===== src/rtl/stop_it_pkg.sv =====
// Shared types and constants for the Stop It game controller.
package stop_it_pkg;

    localparam int LED_W = 16;
    localparam logic [LED_W-1:0] LEDS_FULL = 16'hFFFF;

    typedef enum logic [1:0] {
        IDLE,
        RUN,
        WIN,
        LOSE
    } stop_it_state_e;

endpackage


===== src/rtl/stop_it_ctrl_tick_gen.sv =====
// Modulo-N counter with synchronous clear; tick_o marks the last count while enabled.
module tick_gen #(
    parameter int N = 4
) (
    input  logic clk_i,
    input  logic rst_ni,
    input  logic clr_i,
    input  logic en_i,
    output logic tick_o
);

    localparam int CW = (N > 2) ? $clog2(N) : 1;
    localparam logic [CW-1:0] LAST = CW'(N - 1);

    logic [CW-1:0] cnt;

    always_ff @(posedge clk_i) begin
        if (!rst_ni || clr_i) begin
            cnt <= '0;
        end else if (en_i) begin
            cnt <= (cnt == LAST) ? '0 : cnt + CW'(1);
        end
    end

    assign tick_o = en_i && (cnt == LAST);

endmodule


===== src/rtl/stop_it_ctrl.sv =====
// Stop It game FSM: drives the LED shifter and judges the stop against the full LED vector.
module stop_it_ctrl
    import stop_it_pkg::*;
#(
    parameter int TICK_CYCLES  = 5_000_000,
    parameter int BLINK_CYCLES = 2_500_000
) (
    input  logic             clk_i,
    input  logic             rst_ni,
    input  logic             start_i,
    input  logic             stop_i,
    input  logic [LED_W-1:0] leds_i,
    output logic             load_o,
    output logic             shift_o,
    output logic             off_o,
    output logic             win_o,
    output logic             lose_o
);

    stop_it_state_e state;
    logic           grace_on;
    logic           blink_lvl;
    logic           shift_tick;
    logic           grace_done;
    logic           blink_tick;

    // Counters are held at zero outside their owning state, so entering it starts from 0.
    tick_gen #(.N(TICK_CYCLES)) u_shift (
        .clk_i  (clk_i),
        .rst_ni (rst_ni),
        .clr_i  (state != RUN),
        .en_i   (state == RUN),
        .tick_o (shift_tick)
    );

    tick_gen #(.N(TICK_CYCLES)) u_grace (
        .clk_i  (clk_i),
        .rst_ni (rst_ni),
        .clr_i  (!grace_on),
        .en_i   (grace_on),
        .tick_o (grace_done)
    );

    tick_gen #(.N(BLINK_CYCLES)) u_blink (
        .clk_i  (clk_i),
        .rst_ni (rst_ni),
        .clr_i  (state != WIN),
        .en_i   (state == WIN),
        .tick_o (blink_tick)
    );

    always_ff @(posedge clk_i) begin
        if (!rst_ni) begin
            state     <= IDLE;
            grace_on  <= 1'b0;
            blink_lvl <= 1'b1;
        end else begin
            case (state)
                IDLE: begin
                    grace_on <= 1'b0;
                    if (start_i) state <= RUN;
                end
                RUN: begin
                    // A stop only wins once the full vector was seen on an earlier cycle.
                    if (stop_i) begin
                        state     <= grace_on ? WIN : LOSE;
                        grace_on  <= 1'b0;
                        blink_lvl <= 1'b1;
                    end else if (grace_done) begin
                        state    <= LOSE;
                        grace_on <= 1'b0;
                    end else if (leds_i == LEDS_FULL) begin
                        grace_on <= 1'b1;
                    end
                end
                WIN: begin
                    if (blink_tick) blink_lvl <= ~blink_lvl;
                    if (start_i)    state     <= IDLE;
                end
                LOSE: begin
                    if (start_i) state <= IDLE;
                end
                default: state <= IDLE;
            endcase
        end
    end

    assign load_o  = (state == IDLE);
    assign shift_o = shift_tick;
    assign off_o   = (state == WIN) ? blink_lvl : (state == LOSE);
    assign win_o   = (state == WIN);
    assign lose_o  = (state == LOSE);

endmodule


===== config.mk =====
export PLATFORM = sky130hd
export DESIGN_NAME = stop_it_ctrl
export DESIGN_NICKNAME = d
export VERILOG_FILES = /design/src/rtl/stop_it_pkg.sv /design/src/rtl/stop_it_ctrl_tick_gen.sv /design/src/rtl/stop_it_ctrl.sv
export SDC_FILE = /design/constraint.sdc
export NUM_CORES = 1
export LEC_CHECK = 0
export BUFFER_PORTS_ARGS = -buffer_cell sky130_fd_sc_hd__buf_2
export CORE_ASPECT_RATIO = 2
export CORE_UTILIZATION = 58
export CTS_BUF_LIST = sky130_fd_sc_hd__clkbuf_16
export CTS_CLUSTER_SIZE = 16
export DETAILED_ROUTE_END_ITERATION = 10
export PLACE_DENSITY = 0.74
export SYNTH_ARGS = -nofsm -noshare
export SYNTH_HDL_FRONTEND = slang
export SYNTH_SLANG_ARGS = --single-unit

===== constraint.sdc =====
create_clock -name clk_i -period 2.73 [get_ports clk_i]
set_input_delay 0.546 -clock clk_i [delete_from_list [all_inputs] [get_ports clk_i]]
set_output_delay 0.546 -clock clk_i [all_outputs]
set_load 0.01 [all_outputs]

==> results.cfg <==
[power]
power.internal_mw = 1.770
p_switching_mw = 0.4592
p_per_area_mw_per_mm2 = 563.1
p_sw_frac = 0.2060
p_total_mw = 2.229
clock_power_share = 0.499
peakVddDrop_mv = 0.4898
p_leak_nw = 1.176
combPwrFrac = 0.024
p_seq_frac = 0.477

[critical_path]
cp_top_family = simple AND/OR/NAND/NOR gates
startpoint = u_shift.cnt[0]$_SDFFE_PP0P_
critPathKind = reg2out
r2r_slack_ns = 0.42
endpoint_kind = primary output
slowest_delay_ns = 0.36
crit_chain = ha_1 -> and4_1 -> nand4_1 -> nor4_1 -> buf_2
path_buf_inv = 1
critPathArrivalTime_ns = 1.90
cp-start-kind = flip-flop
regToRegStartpoint = u_blink.cnt[0]$_SDFFE_PP0P_
worstReg2RegEnd = u_blink.cnt[8]$_SDFFE_PP0P_
required_ns = 2.18
reg2reg_depth = 6
crit_slowest_cell = dfxtp_1
cp_max_fo = 4

[clock_network]
cts_sinks = 72
clkSlewWorstSetupHoldPaths_ns = 0.06
htree_levels = 3
post-cts-setup-buffers = 0
root_buffer = clkbuf_16
cts_buffers = 9
clk_latency_ns = 0.33
cts_resized = 0
cts_tree = yes
clk_path_buf_depth = 2
holdBufCountCts = 0

[timing]
setup_violations = 0
rsz0062_at_grt = false
clock.fmax_mhz = 409.6
fin_setup_tns_ns = 0
drv_slew = 0
timing.slew.headroom = 0.5760
finalClockSkew_ns = 0.006819
tightest_slew_ns = 0.6302
hold_viol_final = 0
period_minus_slack_ns = 2.441
finalCritPeriodShare = 0.8943

[synth]
synth_top_area_cell = dfxtp_1
synth_area_mm2 = 0.003512
ys_async_sr_fraction = 0
synthCells = 417
ys_types = 44
synth_flop_cell = dfxtp_1
syn_area_per_cell_um2 = 8.422
syn_nets = 440
synth_edf_count = 0
synth-seq-area-share = 0.4104
synth.most_common_cell = dfxtp_1
synthTopCellsByCount = dfxtp_1 (72), nor2_1 (47), a21oi_1 (32)
ys_seq_elements = 72
yosys_warnings = 0
synth_top_area_share = 0.4104
synth.area.top_cells = dfxtp_1 (41%), nor2_1 (5.0%), xnor2_1 (5.0%)

[worst_hold_path]
holdCritPathClass = reg2reg
hp-start = u_blink.cnt[0]$_SDFFE_PP0P_
hold_end = u_blink.cnt[0]$_SDFFE_PP0P_
hold_depth = 1

[finish]
finalInstanceArea_mm2 = 0.003959
num-nets-final = 465
n_antenna_cell = 0
drive_gt1_frac = 0.1186
synthToLayoutAreaGrowth_pct = 12.72

[floorplan]
die-area_mm2 = 0.006390
core-area_mm2 = 0.005758
ioPinCount = 25
die_width_um = 57.03
die_h_um = 112.1
fp-row-count = 39
start_util = 0.6100

[detailed_routing]
route.detailed.drc = 2
drt_iter0_markers = 272
wl_per_cell_um = 15.59
routed_wirelength_mm = 7.921
via_per_inst = 6.252
drtPass1Iterations = 7
vias = 3176
drtAntennaViolNets = 0

[outcome]
status = finished with violations
violations = DRC

[place]
dpl_cell_area_mm2 = 0.003679
gp_congestion = 0.8198
portBuffers = 24
dp_hpwl_mm = 5.656

[grt]
first_global_vias = 3160
grt_overflow = 0
track_usage = 0.2745
grt_pass1_wl_mm = 13.77
grt_max_degree = 22
antenna_found_initial = 0

[run]
maxCapViolCount = 0
==> sequential cells by signal (all words and copies together) (netlist names) <==
name         flops
u_grace.cnt     23
u_shift.cnt     23
u_blink.cnt     22
state            2
blink_lvl        1
grace_on         1
==> layout make-up <==
type / count / area, um^2
Multi-Input combinational cell: 318 / 1954
Fill cell: 496 / 1799
Sequential cell: 72 / 1441
Clock buffer: 9 / 225.2
Timing Repair Buffer: 30 / 165.2
Tap cell: 61 / 76.32
Clock inverter: 7 / 55.05
Inverter: 11 / 41.29
==> worst max-delay path by stage <==
stage | endpoint | slack [ns] | cells past startpoint
floorplan | u_blink.cnt[18]$_SDFFE_PP0P_ | 0.66 | 6
global placement | u_blink.cnt[4]$_SDFFE_PP0P_ | 0.48 | 6
detailed placement | u_blink.cnt[3]$_SDFFE_PP0P_ | 0.45 | 6
CTS | shift_o | 0.30 | 5
global route | shift_o | 0.20 | 5
finish | shift_o | 0.29 | 5
==> cell usage in the layout (no fill, tap or decap), types with 8 or more instances in the layout <==
cell and n:
dfxtp_1 72, nand4_1 19, xnor2_1 20, o21ai_0 20, nor4_1 13, or3_1 15, xor2_1 12, clkbuf_16 9
nand2_1 26, inv_1 13, nand3_1 26, or4_1 12, buf_2 24, and4_1 8, nor2_1 47, a21oi_1 32
o31ai_1 10
==> routing by layer <==
metal / up-vias / part of all wire / track usage
met5: - / 0 / 0
met4: 0 / 0.028 / 0.1480
met3: 17 / 0.021 / 0.07028
met2: 42 / 0.55 / 0.4863
met1: 1526 / 0.40 / 0.2874
li1: 1591 / - / -
==> worst reg2reg max path: stages (launching register included) <==
cell and delay (ns):
dfxtp_1 0.35, ha_1 0.21, nand4_1 0.30, or4b_2 0.79
o211ai_1 0.25, buf_4 0.25, nor2_1 0.07
==> cell families (layout without fill, tap and decap cells) <==
kind of cell	count (synthesis)	after routing	synth area share
XOR/XNOR	32	32	0.07980
buffers and inverters	27	57	0.03527
AO/OA/AOI/OAI	73	73	0.1261
AND/OR/NAND/NOR	210	210	0.3377
flip-flops	72	72	0.4104
adder cells (fa/ha/maj)	3	3	0.01069
==> metrics by stage <==
| stage | util | std cells | hold slack (ns) | setup WS [ns] |
|---|---|---|---|---|
| 2_1_floorplan | - | 417 | 0.4130 | 0.6579 |
| 3_3_place_gp | 0.6389 | 492 | 0.4305 | 0.4811 |
| 3_5_place_dp | 0.6389 | 492 | 0.4380 | 0.4536 |
| 4_1_cts | 0.6875 | 508 | 0.4423 | 0.2953 |
| 5_1_grt | 0.6875 | 508 | 0.4526 | 0.2046 |
| 6_report | 0.6875 | 508 | 0.4481 | 0.2886 |
==> power by group through the flow <==
stage | registers (mW) | clock network (mW) | logic (mW)
after floorplan | 1.08 | 0 | 0.0299
after global placement | 1.09 | 0 | 0.0530
after detailed placement | 1.09 | 0 | 0.0542
after CTS | 1.06 | 1.13 | 0.0545
after global routing | 1.06 | 1.18 | 0.0604
final | 1.06 | 1.11 | 0.0543
Note: power is estimated with default switching activity, not from simulation.
